--- config.mk ---
export PLATFORM = sky130hd
export DESIGN_NAME = scaler_h_ctrl
export DESIGN_NICKNAME = d
export VERILOG_FILES = /design/src/rtl/scaler_h_pkg.sv /design/src/rtl/scaler_h_edge.sv /design/src/rtl/scaler_h_ctrl.sv
export SDC_FILE = /design/constraint.sdc
export NUM_CORES = 1
export LEC_CHECK = 0
export CORE_ASPECT_RATIO = 0.7
export CORE_MARGIN = 2
export CORE_UTILIZATION = 66
export CTS_BUF_LIST = sky130_fd_sc_hd__clkbuf_8
export CTS_CLUSTER_DIAMETER = 60
export DETAILED_ROUTE_END_ITERATION = 6
export DONT_BUFFER_PORTS = 1
export PLACE_DENSITY = 0.82
export SYNTH_ARGS = -nofsm -noshare
export SYNTH_HDL_FRONTEND = slang
export SYNTH_SLANG_ARGS = --single-unit
--- constraint.sdc ---
create_clock -name clk -period 2.3 [get_ports clk]
set_input_delay 0.23 -clock clk [delete_from_list [all_inputs] [get_ports clk]]
set_output_delay 0.23 -clock clk [all_outputs]
set_load 0.01 [all_outputs]
--- src/rtl/scaler_h_pkg.sv ---
// Shared types and defaults for the horizontal scaler front-end.
package scaler_h_pkg;

    typedef enum logic [1:0] {IDLE, WAIT_LINE, ACTIVE, GAP} ctrl_state_t;

    localparam int PIXEL_STEP_DEF = 4096;
    localparam int STEP_MIN_DEF   = 1024;

endpackage

--- src/rtl/scaler_h_edge.sv ---
// Registered rise/fall detector: edges compare the live input with its previous-cycle copy.
module scaler_h_edge #(
    parameter logic RST_VAL = 1'b0
) (
    input  logic clk,
    input  logic rst,
    input  logic sig_i,
    output logic rise_o,
    output logic fall_o
);

    logic sig_q, sig_d;

    always_comb begin
        sig_d = sig_i;
    end

    always_ff @(posedge clk) begin
        if (rst) sig_q <= RST_VAL;
        else     sig_q <= sig_d;
    end

    assign rise_o = sig_i & ~sig_q;
    assign fall_o = ~sig_i & sig_q;

endmodule

--- src/rtl/scaler_h_ctrl.sv ---
// Timing sequencer, frame-synchronous step double-buffer and output overrun monitor for scaler_h.
// Define SCALER_H_CTRL_STAT_EN to add per-line/per-frame width and line-count statistics.
module scaler_h_ctrl
    import scaler_h_pkg::*;
#(
    parameter int PIXEL_WIDTH = 8,
    parameter int STEP_WIDTH  = 16,
    parameter int PIXEL_STEP  = PIXEL_STEP_DEF,
    parameter int STEP_MIN    = STEP_MIN_DEF,
    parameter int CNT_WIDTH   = 13
) (
    input  logic                   clk,
    input  logic                   rst,
    input  logic [STEP_WIDTH-1:0]  cfg_step_i,
    input  logic                   cfg_wr_i,
    output logic                   cfg_ack_o,
    output logic                   cfg_err_o,
    input  logic [PIXEL_WIDTH-1:0] di_i,
    input  logic                   de_i,
    input  logic                   hs_i,
    input  logic                   vs_i,
    output logic [PIXEL_WIDTH-1:0] sc_di_o,
    output logic                   sc_de_o,
    output logic                   sc_hs_o,
    output logic                   sc_vs_o,
    output logic [STEP_WIDTH-1:0]  sc_step_o,
    input  logic                   sc_de_i,
    input  logic                   sc_hs_i,
    output logic                   line_overrun_o,
    output logic                   busy_o
`ifdef SCALER_H_CTRL_STAT_EN
    ,
    output logic [CNT_WIDTH-1:0]   stat_in_w_o,
    output logic [CNT_WIDTH-1:0]   stat_out_w_o,
    output logic [CNT_WIDTH-1:0]   stat_lines_o
`endif
);

    localparam logic [STEP_WIDTH-1:0] STEP_MIN_W  = STEP_WIDTH'(STEP_MIN);
    localparam logic [STEP_WIDTH-1:0] STEP_UNITY  = STEP_WIDTH'(PIXEL_STEP);

    if (STEP_MIN < 1 || CNT_WIDTH < 2) begin : g_bad_cfg
        $error("scaler_h_ctrl: STEP_MIN must be >= 1 and CNT_WIDTH >= 2");
    end

    logic hs_rise, hs_fall, vs_rise, vs_fall, sde_rise, sde_fall;

    // vs detector resets high so a reset inside an active frame never fakes a frame start.
    scaler_h_edge #(.RST_VAL(1'b0)) u_hs_edge  (.clk(clk), .rst(rst), .sig_i(hs_i),    .rise_o(hs_rise),  .fall_o(hs_fall));
    scaler_h_edge #(.RST_VAL(1'b1)) u_vs_edge  (.clk(clk), .rst(rst), .sig_i(vs_i),    .rise_o(vs_rise),  .fall_o(vs_fall));
    scaler_h_edge #(.RST_VAL(1'b0)) u_sde_edge (.clk(clk), .rst(rst), .sig_i(sc_de_i), .rise_o(sde_rise), .fall_o(sde_fall));

    ctrl_state_t             state_q, state_d;
    logic [PIXEL_WIDTH-1:0]  sc_di_q, sc_di_d;
    logic                    sc_de_q, sc_de_d, sc_hs_q, sc_hs_d, sc_vs_q, sc_vs_d;
    logic [STEP_WIDTH-1:0]   sc_step_q, sc_step_d, shadow_q, shadow_d;
    logic                    ack_q, ack_d, err_q, err_d, busy_q, busy_d;
    logic                    overrun_q, overrun_d, pending_q, pending_d, seen_q, seen_d;
    logic                    step_ok;

    always_comb begin
        state_d = state_q;
        if (vs_fall) begin
            state_d = IDLE;
        end else begin
            case (state_q)
                IDLE:      if (vs_rise) state_d = WAIT_LINE;
                WAIT_LINE: if (hs_fall) state_d = ACTIVE;
                ACTIVE:    if (hs_rise) state_d = GAP;
                GAP:       if (hs_fall) state_d = ACTIVE;
                default:   state_d = IDLE;
            endcase
        end

        step_ok   = (cfg_step_i >= STEP_MIN_W) && (cfg_step_i != '0);
        shadow_d  = (cfg_wr_i && step_ok) ? cfg_step_i : shadow_q;
        ack_d     = cfg_wr_i && step_ok;
        err_d     = cfg_wr_i && !step_ok;
        // Shadow_q is the pre-write value here, so a same-cycle write lands next frame.
        sc_step_d = (state_q == IDLE && vs_rise) ? shadow_q : sc_step_q;

        sc_di_d = di_i;
        sc_de_d = de_i && (state_q != IDLE);
        sc_hs_d = hs_fall && (state_q != IDLE) && !vs_fall;
        sc_vs_d = ~vs_i;
        busy_d  = (state_d != IDLE);

        pending_d = pending_q;
        seen_d    = seen_q | sde_rise;
        overrun_d = overrun_q;
        if (sde_fall) pending_d = 1'b0;
        // A pending line with no scaler output yet is treated as empty, not overrun.
        if (sc_hs_q) begin
            if (pending_q && seen_q) overrun_d = 1'b1;
            pending_d = 1'b1;
            seen_d    = sde_rise;
        end
        if (cfg_wr_i) overrun_d = 1'b0;
    end

    always_ff @(posedge clk) begin
        if (rst) begin
            state_q   <= IDLE;
            sc_di_q   <= '0;
            sc_de_q   <= 1'b0;
            sc_hs_q   <= 1'b0;
            sc_vs_q   <= 1'b1;
            sc_step_q <= STEP_UNITY;
            shadow_q  <= STEP_UNITY;
            ack_q     <= 1'b0;
            err_q     <= 1'b0;
            busy_q    <= 1'b0;
            overrun_q <= 1'b0;
            pending_q <= 1'b0;
            seen_q    <= 1'b0;
        end else begin
            state_q   <= state_d;
            sc_di_q   <= sc_di_d;
            sc_de_q   <= sc_de_d;
            sc_hs_q   <= sc_hs_d;
            sc_vs_q   <= sc_vs_d;
            sc_step_q <= sc_step_d;
            shadow_q  <= shadow_d;
            ack_q     <= ack_d;
            err_q     <= err_d;
            busy_q    <= busy_d;
            overrun_q <= overrun_d;
            pending_q <= pending_d;
            seen_q    <= seen_d;
        end
    end

    assign sc_di_o        = sc_di_q;
    assign sc_de_o        = sc_de_q;
    assign sc_hs_o        = sc_hs_q;
    assign sc_vs_o        = sc_vs_q;
    assign sc_step_o      = sc_step_q;
    assign cfg_ack_o      = ack_q;
    assign cfg_err_o      = err_q;
    assign busy_o         = busy_q;
    assign line_overrun_o = overrun_q;

`ifdef SCALER_H_CTRL_STAT_EN
    function automatic logic [CNT_WIDTH-1:0] sat_inc(input logic [CNT_WIDTH-1:0] v, input logic en);
        return (en && (v != '1)) ? v + 1'b1 : v;
    endfunction

    logic [CNT_WIDTH-1:0] in_cnt_q, in_cnt_d, out_cnt_q, out_cnt_d, line_cnt_q, line_cnt_d;
    logic [CNT_WIDTH-1:0] stat_in_q, stat_in_d, stat_out_q, stat_out_d, stat_lines_q, stat_lines_d;

    always_comb begin
        in_cnt_d  = sat_inc(in_cnt_q, sc_de_d);
        stat_in_d = stat_in_q;
        if (sc_hs_d) in_cnt_d = sat_inc('0, sc_de_d);
        if (hs_rise && state_q == ACTIVE) begin
            stat_in_d = in_cnt_q;
            in_cnt_d  = '0;
        end

        out_cnt_d  = sat_inc(out_cnt_q, sc_de_i);
        stat_out_d = stat_out_q;
        if (sde_fall) begin
            stat_out_d = out_cnt_q;
            out_cnt_d  = '0;
        end

        line_cnt_d   = sat_inc(line_cnt_q, sc_hs_d);
        stat_lines_d = stat_lines_q;
        if (vs_fall) begin
            stat_lines_d = line_cnt_q;
            line_cnt_d   = '0;
        end
    end

    always_ff @(posedge clk) begin
        if (rst) begin
            in_cnt_q     <= '0;
            out_cnt_q    <= '0;
            line_cnt_q   <= '0;
            stat_in_q    <= '0;
            stat_out_q   <= '0;
            stat_lines_q <= '0;
        end else begin
            in_cnt_q     <= in_cnt_d;
            out_cnt_q    <= out_cnt_d;
            line_cnt_q   <= line_cnt_d;
            stat_in_q    <= stat_in_d;
            stat_out_q   <= stat_out_d;
            stat_lines_q <= stat_lines_d;
        end
    end

    assign stat_in_w_o  = stat_in_q;
    assign stat_out_w_o = stat_out_q;
    assign stat_lines_o = stat_lines_q;
`endif

endmodule

### Word-level counts from Yosys, hierarchy flattened

Cells that the tools add are included.
Widths: inputs -> output; s select.

| cells by class | value |
|---|---|
| $lt $le $gt $ge | 1 |
| equal/unequal tests | 3 |
| muxes and demuxes | 8 |
| bitwise operators | 13 |
| reduce and logical (&&, ||, !) cells | 18 |

Operator list:

| operator | count |
|---|---|
| $ge 16x11->1 const B | 1 |
| $reduce_bool 16->1 | 1 |
| $logic_and 1x1->1 | 8 |
| $mux 2 | 4 |
| $and 1x1->1 | 6 |
| $not 1->1 | 6 |
| $pmux 2 s3 | 1 |
| $reduce_bool 2->1 | 3 |
| $eq 2x2->1 const B | 2 |
| $reduce_or 2->1 | 2 |
| $mux 1 | 3 |
| $eq 2x1->1 const B | 1 |
| $logic_not 1->1 | 2 |
| $logic_not 2->1 | 1 |
| $reduce_and 2->1 | 1 |
| $or 1x1->1 | 1 |

| word-level totals | value |
|---|---|
| register bits after elaboration | 54 |
| output and inout bits | 31 |

### Longest topological paths before layout

Gate-level depths: netlist (run 1).

| depth | value |
|---|---|
| depth in word-level cells | 6 |
| mapped depth | 6 |

### Modules after synthesis

From an unflattened synthesis (run 1), not the netlist that was laid out.

| unflattened totals | value |
|---|---|
| cells, all modules | 243 |
| area, all modules | 2,194.6 µm² |

Modules (own cells, without submodules):

| module | times used | cells each | area each (µm²) | seq. area each (µm²) |
|---|---|---|---|---|
| scaler_h_ctrl | 1 | 231 | 2,077.0 | 1,021.0 |
| scaler_h_edge at u_hs_edge ... | 2 | 4 | 38.8 | 20.0 |
| scaler_h_edge at u_vs_edge | 1 | 4 | 40.0 | 20.0 |

### Least setup slack after synthesis (run 1)

OpenSTA, ideal clock, no wires.

| timing path | value |
|---|---|
| kind | input to register |
| start point | input port cfg_step_i[10] |
| end point | register shadow_q[4] |
| setup time | 0.135 ns |
| data arrival time | 1.282 ns |
| required time | 2.165 ns |
| slack | 0.883 ns |
| stages on the path | 4 |
| buffers on the path | 1 |
| cells stage by stage | nor4_4 > buf_6 > nor3_1 > or4_4 |

| between the ends | value |
|---|---|
| word-level cells in the longest chain between the ends | 3 |

Ends and longest elaborated chain:

| item | line | text |
|---|---|---|
| from (decl) | scaler_h_ctrl.sv:14 | `input logic [STEP_WIDTH-1:0] cfg_step_i,` |
| $ge 16x11->1 / $reduce_bool 16->1 (equally long branches) | scaler_h_ctrl.sv:75 | `step_ok = (cfg_step_i >= STEP_MIN_W) && (cfg_step_i != '0);` |
| $logic_and 1x1->1 * | scaler_h_ctrl.sv:75 |  |
| $logic_and 1x1->1 * | scaler_h_ctrl.sv:76 | `shadow_d = (cfg_wr_i && step_ok) ? cfg_step_i : shadow_q;` |
| to (signal assigned) | scaler_h_ctrl.sv:123 | `shadow_q <= shadow_d;` |
| to (decl) | scaler_h_ctrl.sv:56 | `logic [STEP_WIDTH-1:0] sc_step_q, sc_step_d, shadow_q, shadow_d;` |

Every way passes the cells marked *; elsewhere a longest branch is shown, timed or not.
A chain may end at the register's enable or synchronous reset.

### Final worst setup path (run 1)

| timing path | value |
|---|---|
| start point | register state_q[0] |
| end point | register sc_step_q[1] (netlist: sc_step_o[1]) |

| between the ends | value |
|---|---|
| word-level cells in the longest chain between the ends | 2 |

Ends and longest elaborated chain:

| item | line | text |
|---|---|---|
| from (decl) | scaler_h_ctrl.sv:53 | `ctrl_state_t state_q, state_d;` |
| from (signal assigned) | scaler_h_ctrl.sv:117 | `state_q <= state_d;` |
| $logic_not 2->1 | scaler_h_ctrl.sv:80 | `sc_step_d = (state_q == IDLE && vs_rise) ? shadow_q : sc_step_q;` |
| $logic_and 1x1->1 | scaler_h_ctrl.sv:80 |  |
| to (signal assigned) | scaler_h_ctrl.sv:122 | `sc_step_q <= sc_step_d;` |
| to (decl) | scaler_h_ctrl.sv:56 |  |

No other way between the ends.

==> results of run 1 <==
-- synth_stat cells (all sizes together) (2+ instances only) --
cell    number
nor3b       11
dfxtp       54
or4         10
clkbuf       8
nor2         6
a31oi        4
nand2       44
a311oi       5
inv          7
nor3        22
buf         12
a21oi       25
nand3b       2
nand2b       6
and4b       10
nor2b       10
-- state kept, by name, indices dropped and copies added, names as in the netlist, 2 cells and up --
name	flops
sc_di_o	8
sc_step_o	16
shadow_q	16
state_q	2
-- power by group --
part / leakage (uW) / internal, uW / switching, uW
clock network: 0.0000414 / 205 / 281
logic: 0.000367 / 64.6 / 57.0
registers: 0.000444 / 980 / 35.2
total: 0.000852 / 1250 / 373
-- routing by layer --
metal	GRT usage [%]	share of wire [%]	wire length, um	vias up
met5	0	0	0	-
met4	7.10	1.4	63	0
met3	7.36	7.2	326	8
met2	42.9	48	2150	60
met1	30.2	44	1980	790
li1	-	-	-	820
-- worst max-delay path by stage --
stage | endpoint | slack [ns] | depth (start not counted)
after floorplan | shadow_q[4] | 0.88 | 4
after CTS | sc_step_o[6] | 0.67 | 3
after global placement | sc_step_o[12] | 0.77 | 3
after global routing | sc_step_o[14] | 0.57 | 3
final | sc_step_o[1] | 0.65 | 3
after detailed placement | state_q[0] | 0.72 | 2
-- worst max-delay path: cells and delay by family (launching register included) --
| kind | cells | cell delay, ns |
|---|---|---|
| and+or+nand+nor | 2 | 1.05 |
| DFF | 1 | 0.36 |
| AOI/OAI and AO/OA | 1 | 0.08 |
-- kinds of logic (layout without fill, tap and decap cells) --
group                  count (synthesis)  in the layout  synth area share, %
buffers and inverters                 27             21                 6.49
flip-flops                            54             54                 49.7
AO/OA/AOI/OAI                         35             35                 9.25
AND/OR/NAND/NOR                      125            125                 34.6
-- layout make-up --
type / count / share of cell area [%]
Sequential cell: 54 / 48.0
Multi-Input combinational cell: 160 / 42.4
Clock buffer: 5 / 3.06
Timing Repair Buffer: 7 / 2.78
Tap cell: 38 / 2.11
Inverter: 7 / 1.17
Clock inverter: 2 / 0.500
-- stage by stage --
step                instances  cell area [um^2]  setup WS [ns]  total power [uW]  hold WS (ns)
floorplan                 241              2180          0.883              1150         0.304
global placement          262              2130          0.768              1130         0.304
detailed placement        262              2130          0.718              1140         0.309
CTS                       272              2240          0.668              1620       0.00201
global route              273              2250          0.573              1670       0.00175
finish                    273              2250          0.649              1620        0.0102
==> results.md, run 1 <==
Power:
- Across the VDD grid, the largest voltage drop is 580 uV.
- The power per standard cell area is 721 nW/um^2.
- The analysis attributes to cell leakage a power of 0.000852 uW.

Timing:
- The number of failing setup endpoints in the final timing report is 0.
- The final critical-path share of the clock period is 71.8%.
- The clock arrives with 0.00533 ns of skew.
- Setup repair after global routing left no endpoint under its margin.
- The setup total negative slack is 0 ns.
- Timing would allow up to 606 MHz.
- The count of pins over their slew limit is 0.
- The remaining max-slew budget at the tightest pin is 36.2%.
- At the pin with the least slew margin, the transition time is 0.954 ns.
- The final period demand of the worst path is 1.65 ns.
- The total count of hold-check failures in the final report is 0.

Clock network:
- The total number of H-tree levels is 2.
- The number of setup buffers added after CTS is 0.
- Clock-pin slew was measured on the worst setup and hold paths at 0.09 ns.
- The clock passes through at most 2 buffers.
- For this design, the sink count on the clock tree is 54.
- The root buffer cell chosen for the clock tree is clkbuf_8.
- Post-CTS repair changed the size of 0 cells.
- At the later pin of the worst-skew pair, clock insertion delay measures 0.30 ns.
- Clock tree synthesis inserted a total of 5 buffers.
- The TritonCTS clock tree is built.
- The number of hold buffers added after CTS was 3.

Synth:
- The Yosys step of the flow raised 0 warnings.
- Summed over all instances, the cell type with the most area after synthesis is dfxtp_1.
- The post-synthesis sequential area ratio is 49.7%.
- The synthesized design contains 54 register bits.
- The most used flip-flop cell after synthesis is dfxtp_1.
- Counting every instance in the synthesized netlist gives 241.
- Counting every net in the synthesized netlist gives 273.
- The number of synthesized flops with an enable pin is 0.
- The number of library cell types mapped by synthesis is 23.
- The mean area per synthesized cell is 9.03 um^2.
- For this run, asynchronously set or reset flops after synthesis account for 0%.
- The mapped netlist covers 2180 um^2.
- The top cell type by area accounts for 49.7% of the synthesized area.
- In the post-synthesis netlist, the biggest area contributors are dfxtp_1 50%, nand2_1 7.6%, a21oi_1 5.7%.

Job:
- The number of violations of the max-capacitance limit is 0.

Setup path:
- The classification of the worst setup path is register to register.
- The terminus of the critical flop-to-flop path is sc_step_o[1].
- Among all stages on the critical path, the largest delay is contributed by or4b_1.
- The kind of start point of the critical path is a register.
- In this run the worst setup path begins at state_q[0].
- The worst stage delay on the critical path is 0.87 ns.
- The sort of element at the end of the critical path is a register.
- The flop-to-flop setup slack is 0.65 ns.
- The data arrival time at the worst-slack endpoint is 1.79 ns.
- The worst register-to-register path has a depth of 3.
- The startpoint identified for the worst register-to-register timing path is state_q[0].
- At the worst endpoint, the required time is 2.44 ns.
- The critical-path maximum fanout is 18.
- Walking the worst path, the cells encountered are or4b_1 -> nand2_1 -> a21oi_1.

Final layout:
- The area taken by flip-flops and latches is 1080 um^2.
- The number of nets in the final layout is 267.
- The filler cells instantiated in the layout total 240.
- 0 antenna diodes ended up in the layout.
- The most common library cell in the layout ignoring fill and taps is dfxtp_1.
- The footprint of the multi-input gates is 955 um^2.
- The library cells used most frequently in the layout, excluding fill and tap cells, are 54 x dfxtp_1, 44 x nand2_1, 25 x a21oi_1.
- The final standard cell utilization of the core is 71.5%.
- The layout cell share with drive strength beyond 1 is 8.51%.
- Compared with the post-synthesis result, the final layout area differs by 3.45%.

Min path:
- The class of the most critical hold timing path is primary input to register.
- The origin of the worst min-delay path is rst.
- The sink of the worst hold path is shadow_q[15].
- Counting instances, the worst hold path has a depth of 1.

Placement:
- Routability-driven placement finished with a final weighted congestion of 0.803.
- In this run the tool buffered the top-level ports with 0 buffer cells.
- The total half-perimeter wirelength after legalization and detailed placement is 2930 um.

Die:
- The height of the die is 52.1 um.
- The die covers 3780 um^2.
- The core box area is 3150 um^2.
- The horizontal die dimension is 72.6 um.
- The initialized floorplan defines 17 standard-cell rows.
- In this run the count of I/O pins placed on the die edge is 63.
- For this configuration, the core starts out at a cell density of 69.2%.

Run status:
- The run finished with clean final reports.

Routing:
- The initial DRC count is 101.
- The post-detailed-route count of antenna-violating nets is 0.
- The post-detailed-route wirelength per cell is 16.6 um.
- The detailed-route via count is 1678.
- Wires add up to 4520 um.
- The detailed-router iteration count before antenna repair is 5.
- Dividing the detail-routed via count by the number of cells gives 6.15.
- In the routed design, unresolved DRC markers number 0.

Global route:
- Entering global routing, the biggest net connects 56 pins.
- The first global-routing pass estimated 7140 um of wire.
- The global-route usage over all layers is 24.8%.
- The number of global-route vias before repair was 1563.
- The aggregate global routing overflow is 0.
- The initial antenna violation count is 0.
(Power assumes the default switching activity.)
==> run 2: changes to the inputs <==
Settings changed: CORE_UTILIZATION 66 to 58, PLACE_DENSITY 0.82 to 0.76.
Clock period 2.3 ns to 1.5 ns, I/O delays scaled along.
==> run 2 against run 1 <==
Against the previous run: critical path depth grew 2; clock skew is essentially flat; core utilization shrank 1.5 points; design area grew 11%; setup slack lost 0.54 ns; via count grew 0.48%; register-to-register slack lost 0.54 ns; wire length grew 1.8%; sequential share of layout area shrank 4.6 points.
==> results.md, run 2 (synthesized netlist as in run 1, its figures left out) <==
Run status:
- The flow ran to the end, and the final reports show no timing, DRC or antenna violations.

Power:
- The design draws 2750 uW.
- IR analysis of the VDD net gives a maximum drop of 788 uV.
- In this run the static leakage power is 0.000954 uW.
- The power per standard cell area is 1100 nW/um^2.

Timing:
- For the final routed database, the setup TNS stands at 0 ns.
- Setup violations remaining at the end of the flow were counted as 0.
- The worst pin sits at a relative slew slack of 76.2%.
- The final period demand of the worst path is 1.39 ns.
- Setup repair after global routing left no endpoint under its margin.
- Once routing completed, OpenROAD measured the worst setup slack at 0.106 ns.
- Static timing analysis puts the maximum clock frequency at 717 MHz.
- Clock skew on the completed layout was measured at 0.00567 ns.
- The final critical-path share of the clock period is 93.0%.
- The total count of hold-check failures in the final report is 0.
- The count of pins over their slew limit came to 0.
- The measured slew at the worst slew-check pin is 0.357 ns.

Final layout:
- The number of antenna diodes is 0.
- The final standard cell utilization of the core is 70.1%.
- The number of nets in the final layout is 284.
- In the final layout, the share of cells above drive strength 1 is 10.3%.
- The most common library cell in the layout ignoring fill and taps is dfxtp_1.
- The area growth from synthesis to layout is 14.5%.
- In the layout the commonest cells are 54 x dfxtp_1, 43 x nand2_1, 25 x a21oi_1.
- After filler insertion, the fill cell instance count of the layout stands at 292.

Global route:
- The number of global-route vias before repair came to 1579.
- The first global-routing pass estimated 7850 um of wire.
- Entering global routing, the biggest net connects 45 pins.
- Global routing finished with a remaining overflow of 0.
- Global routing consumed, over all layers together, 23.3% of the routing resources.
- The initial antenna violation count came to 0.

Clock network:
- The deepest clock path buffer count is 2.
- The TritonCTS clock tree is built.
- The tree built by TritonCTS fans out to 54 sinks.
- In this run the clock root is driven by a clkbuf_8.
- At the later pin of the worst-skew pair, clock insertion delay measures 0.30 ns.
- The post-CTS setup repair buffer count is 0.
- In this run, CTS created clock tree buffers numbering 5.
- The total number of H-tree levels is 2.
- After clock tree synthesis, the clock-pin slew on the worst setup and hold paths is 0.10 ns.

Die:
- In this run the core area contains 18 standard-cell rows.
- The floorplan step defined a die boundary enclosing 4270 um^2.
- For this design the top-level I/O count stands at 63.
- The height of the die is 55.3 um.
- In this run the standard cell core region covers 3560 um^2.
- The initial core utilization is 61.2%.
- The die is 77.2 um wide.

Job:
- The number of violations of the max-capacitance limit is 0.

Placement:
- Port buffering added 0 buffers.
- At the end of routability-driven placement, the weighted congestion stood at 0.827.
- Before CTS, the worst setup slack after placement is 0.145 ns.
- The total half-perimeter wirelength after legalization and detailed placement is 2730 um.

Setup path:
- The critical-path maximum fanout is 22.
- The required time of the worst setup path is 1.75 ns.
- The worst setup path is launched from a primary input.
- The setup path with the least slack is of type primary input to register.
- The data arrival time at the worst-slack endpoint is 1.64 ns.
- STA classifies the critical path endpoint as a register.

Routing:
- For this run, design rule violations remaining after detail routing come to 0.
- The initial DRC count is 52.
- The routed design has 4600 um of wire.
- After detailed routing, the number of vias per cell comes to 5.56.
- The first detailed-routing pass ran for 4 iterations.
- The detailed-route via count is 1686.
- The post-detailed-route wirelength per cell is 15.2 um.
- The count of nets left with antenna violations once routing finished came out at 0.

Min path:
- The tightest min-delay check is of the primary input to register type.
run 2: power by group:
group / internal, uW / switching (uW) / total, uW
registers: 1500 / 55.1 / 1560
logic: 132 / 95.9 / 228
clock network: 496 / 464 / 961
run 2: per-stage QoR:
stage,area [um^2],hold slack [ns],instances
floorplan,2180,0.224,241
global placement,2170,0.225,276
detailed placement,2170,0.228,276
CTS,2490,0.00539,303
global route,2490,0.0262,303
finish,2490,0.0109,303
run 2: timing repair:
| action | 4_1_cts | 5_1_grt |
|---|---|---|
| hold buffers | 19 | 0 |
| endpoints found under the hold margin | 40 | 0 |
| gates resized for setup | 0 | 2 |
| setup endpoints to repair | 0 | 1 |
run 2: area by class of cell:
cell class	count	area (um^2)	share of cell area, %
Clock buffer	5	68.8	2.76
Multi-Input combinational cell	160	957	38.4
Timing Repair Buffer	24	253	10.1
Inverter	7	26.3	1.05
Tap cell	50	62.6	2.51
Sequential cell	54	1080	43.4
Clock inverter	3	45.0	1.81
run 2: routing by layer:
layer  vias to the layer above  GRT usage, %  share of wire [%]
met4                         0          8.93                1.2
met2                        42          34.8                 45
met3                         5          6.37                5.3
met1                       785          32.2                 49
li1                        854             -                  -
met5                         -             0                  0
run 2: worst paths after layout:
path | from | endpoint | slack (ns) | cells past startpoint
worst max-delay path | cfg_step_i[10] | shadow_q[14] | 0.11 | 5
worst max register to register | state_q[0] | sc_step_o[14] | 0.11 | 4
worst min-delay path | sc_de_i | seen_q | 0.01 | 2
worst min register to register | shadow_q[13] | sc_step_o[13] | 0.46 | 2
run 2: critical path, cell delays in order:
cell	delay, ns
nor4_4	0.30
buf_12	0.19
nand2_2	0.12
a311oi_1	0.29
dlygate4sd3_1	0.59
==> run 3: changes to the inputs <==
Settings changed: ABC_AREA set to 1.
==> run 3 against run 2 <==
Against the previous run: worst hold slack better by 0.0042 ns; combinational power shrank 3%; core utilization is 4.7 points lower; critical endpoint is now sc_step_o[6].
==> results.md, run 3 <==
Clock network:
- The library cell used as clock root buffer is clkbuf_8.
- The H-tree was split into 2 levels.
- The deepest clock path buffer count is 2.
- The total of cells resized after clock tree synthesis is 0.
- The TritonCTS buffer count is 5.
- For the worst-skew pair, the clock arrives at the later sink with an insertion delay of 0.29 ns.
- The sink count of the clock tree is 54.
- TritonCTS built the clock tree.
- Clock-pin slew was measured on the worst setup and hold paths at 0.09 ns.

Final layout:
- The footprint of the multi-input gates is 758 um^2.
- The area added between synthesis and finish is 9.61%.
- The number of nets in the final layout is 295.
- In the final layout, flip-flops and latches occupy 1080 um^2.
- The repair_antennas step left the layout with diodes totalling 0.
- The layout cell share with drive strength beyond 1 is 11.7%.
- Excluding fillers, the count of instances in the completed layout stands at 314.
- The library cell used most frequently in the layout, excluding fill and tap cells, is nor2_1.
- In the layout the commonest cells are 60 x nor2_1, 54 x dfxtp_1, 32 x inv_1.
- After filler insertion, the fill cell instance count of the layout stands at 328.

Timing:
- The worst hold slack after final layout is 0.0150 ns.
- The remaining max-slew budget at the tightest pin is 69.2%.
- Setup repair after global routing left no endpoint under its margin.
- The setup total negative slack is 0 ns.
- The smallest clock period supported by the final layout is computed as 1.22 ns.
- The number of failing setup endpoints in the final timing report is 0.
- The count of pins over their slew limit was 0.
- The total count of hold-check failures in the final report was 0.
- The measured slew at the worst slew-check pin is 0.460 ns.
- Clock skew on the completed layout was measured at 0.00622 ns.
- The worst path uses 81.3% of the clock period.
- Static timing analysis puts the maximum clock frequency at 820 MHz.

Die:
- The floorplan step defined a die boundary enclosing 4090 um^2.
- The I/O pin total is 63.
- The region available for standard cell placement spans 3490 um^2.
- The initial utilization of the core area, before any placement, comes to 59.7%.
- The floorplan step set the die width to 75.6 um.
- The row count is 18.
- From bottom edge to top edge, the die measures 54.1 um.

Setup path:
- In this run the worst path has a maximum fanout of 19.
- The sort of element at the end of the critical path is a register.
- Data on the critical path is required at its endpoint by 1.68 ns.
- The kind of start point of the critical path is a primary input.
- The data arrival time at the worst-slack endpoint is 1.40 ns.
- The critical path in this run is classified as primary input to register.

Synth:
- The post-synth design cell area is 2080 um^2.
- The number of synthesized flops with an enable pin is 0.
- By count the netlist is led by 60 x nor2_1, 54 x dfxtp_1, 31 x inv_1, 27 x nand2_1, 18 x a21oi_1.
- The most repeated cell in the gate-level netlist after synthesis is nor2_1.
- When the netlist entered floorplanning its net count stood at 285.
- Of all cell types, the one taking the most synthesized area is dfxtp_1.
- After synthesis, the share of flip-flops with an asynchronous set or reset is 0%.
- Of the post-synthesis cell area, the dominant cell type holds 51.9%.
- After synthesis the netlist holds a flip-flop and latch count of 54.
- The number of library cell types mapped by synthesis is 25.
- By area the synthesized netlist is led by dfxtp_1 52%, nor2_1 11%, nand3_2 6.2%.
- The mean area per synthesized cell is 8.23 um^2.
- The most used flip-flop cell after synthesis is dfxtp_1.
- The count of warnings emitted by yosys is 0.
- The post-synthesis sequential area ratio is 51.9%.
- The gate count after technology mapping is 253.

Routing:
- The remaining design rule violation count is 0.
- The post-detailed-route count of antenna-violating nets is 0.
- After detailed routing, the total wire length is 3960 um.
- The initial DRC count is 68.
- The first detailed-routing pass took 4 iterations.
- The detailed router placed 1565 vias in this run.
- After detailed routing, the average wire length per cell comes to 12.6 um.
- Dividing the detail-routed via count by the number of cells gives 4.98.

Placement:
- The total half-perimeter wirelength after legalization and detailed placement is 2410 um.
- Routability-driven placement finished with a final weighted congestion of 0.706.
- The quantity of I/O buffers inserted on ports is 0.
- The cell count after placement is 291.

Power:
- For this design the static power due to leakage is 0.00105 uW.
- Power spread over the standard cell area amounts to 1140 nW/um^2.
- VDD sags by at most 665 uV.
- The total power of the final layout is 2590 uW.

Global route:
- Entering global routing, the biggest net connects 34 pins.
- The aggregate global routing overflow is 0.
- Across every metal layer, demand over resource in global routing totals 20.6%.
- The first global-routing pass estimated 6070 um of wire.
- The initial antenna violation count is 0.
- The number of global-route vias before repair came to 1322.

Min path:
- The class of the most critical hold timing path is primary input to register.

Job:
- Max-cap violations in this run came to 0.

Run status:
- The flow ran to the end, and the final reports show no timing, DRC or antenna violations.
## run 3: cell type report
class,count,share of cell area (%)
clock inverter,2,0.384
timing repair buffer,16,6.90
sequential,54,47.3
tap,50,2.74
inverter,34,5.81
clock buffer,6,3.62
multi-input combinational,152,33.2
## run 3: kinds of logic (layout without fill, tap and decap cells)
| kind of cell | count (synthesis) | in the layout | share of synthesized area [%] |
|---|---|---|---|
| AND/OR/NAND/NOR | 114 | 114 | 26.8 |
| flip-flops | 54 | 54 | 51.9 |
| buffers and inverters | 47 | 58 | 11.7 |
| AO/OA/AOI/OAI | 38 | 38 | 9.55 |
## run 3: metrics by stage
stage               util [%]  setup WS, ns  area (um^2)
global route            65.4         0.250         2280
detailed placement      58.5         0.374         2040
global placement        58.5         0.359         2040
CTS                     65.1         0.328         2270
floorplan                  -         0.531         2080
finish                  65.4         0.281         2280
## run 3: worst paths after layout
| check | end | slack, ns | cells after the start | from |
|---|---|---|---|---|
| hold / removal | shadow_q[15] | 0.02 | 2 | cfg_wr_i |
| setup reg to reg | sc_step_o[6] | 0.31 | 4 | state_q[1] |
| hold reg to reg | seen_q | 0.45 | 1 | u_sde_edge.sig_q |
| setup / recovery | sc_step_o[6] | 0.28 | 6 | vs_i |
## run 3: report_power, final
group / internal, uW / switching (uW) / total [uW]
logic: 101 / 120 / 221
registers: 1510 / 57.2 / 1570
clock network: 367 / 438 / 805
total: 1980 / 615 / 2590
## run 3: repair_timing
action,in CTS,in global routing
hold buffers,14,1
setup buffers,0,0
hold endpoints to repair,18,3
## run 3: metal layers
layer  up-vias  share of wire, %  GRT usage, %  routed length (um)
met3         2               6.1          8.05                 243
met1       716                47          26.2                1850
met4         0              0.63          6.14                  25
met5         -                 0             0                   0
met2        44                47          32.5                1840
li1        803                 -             -                   -
## run 3: critical path, stage by stage
cell and delay [ns]:
dlygate4sd3_1 0.57, inv_2 0.07, nor2_4 0.09, nand2_4 0.16, o21ai_0 0.29, nor2_1 0.07
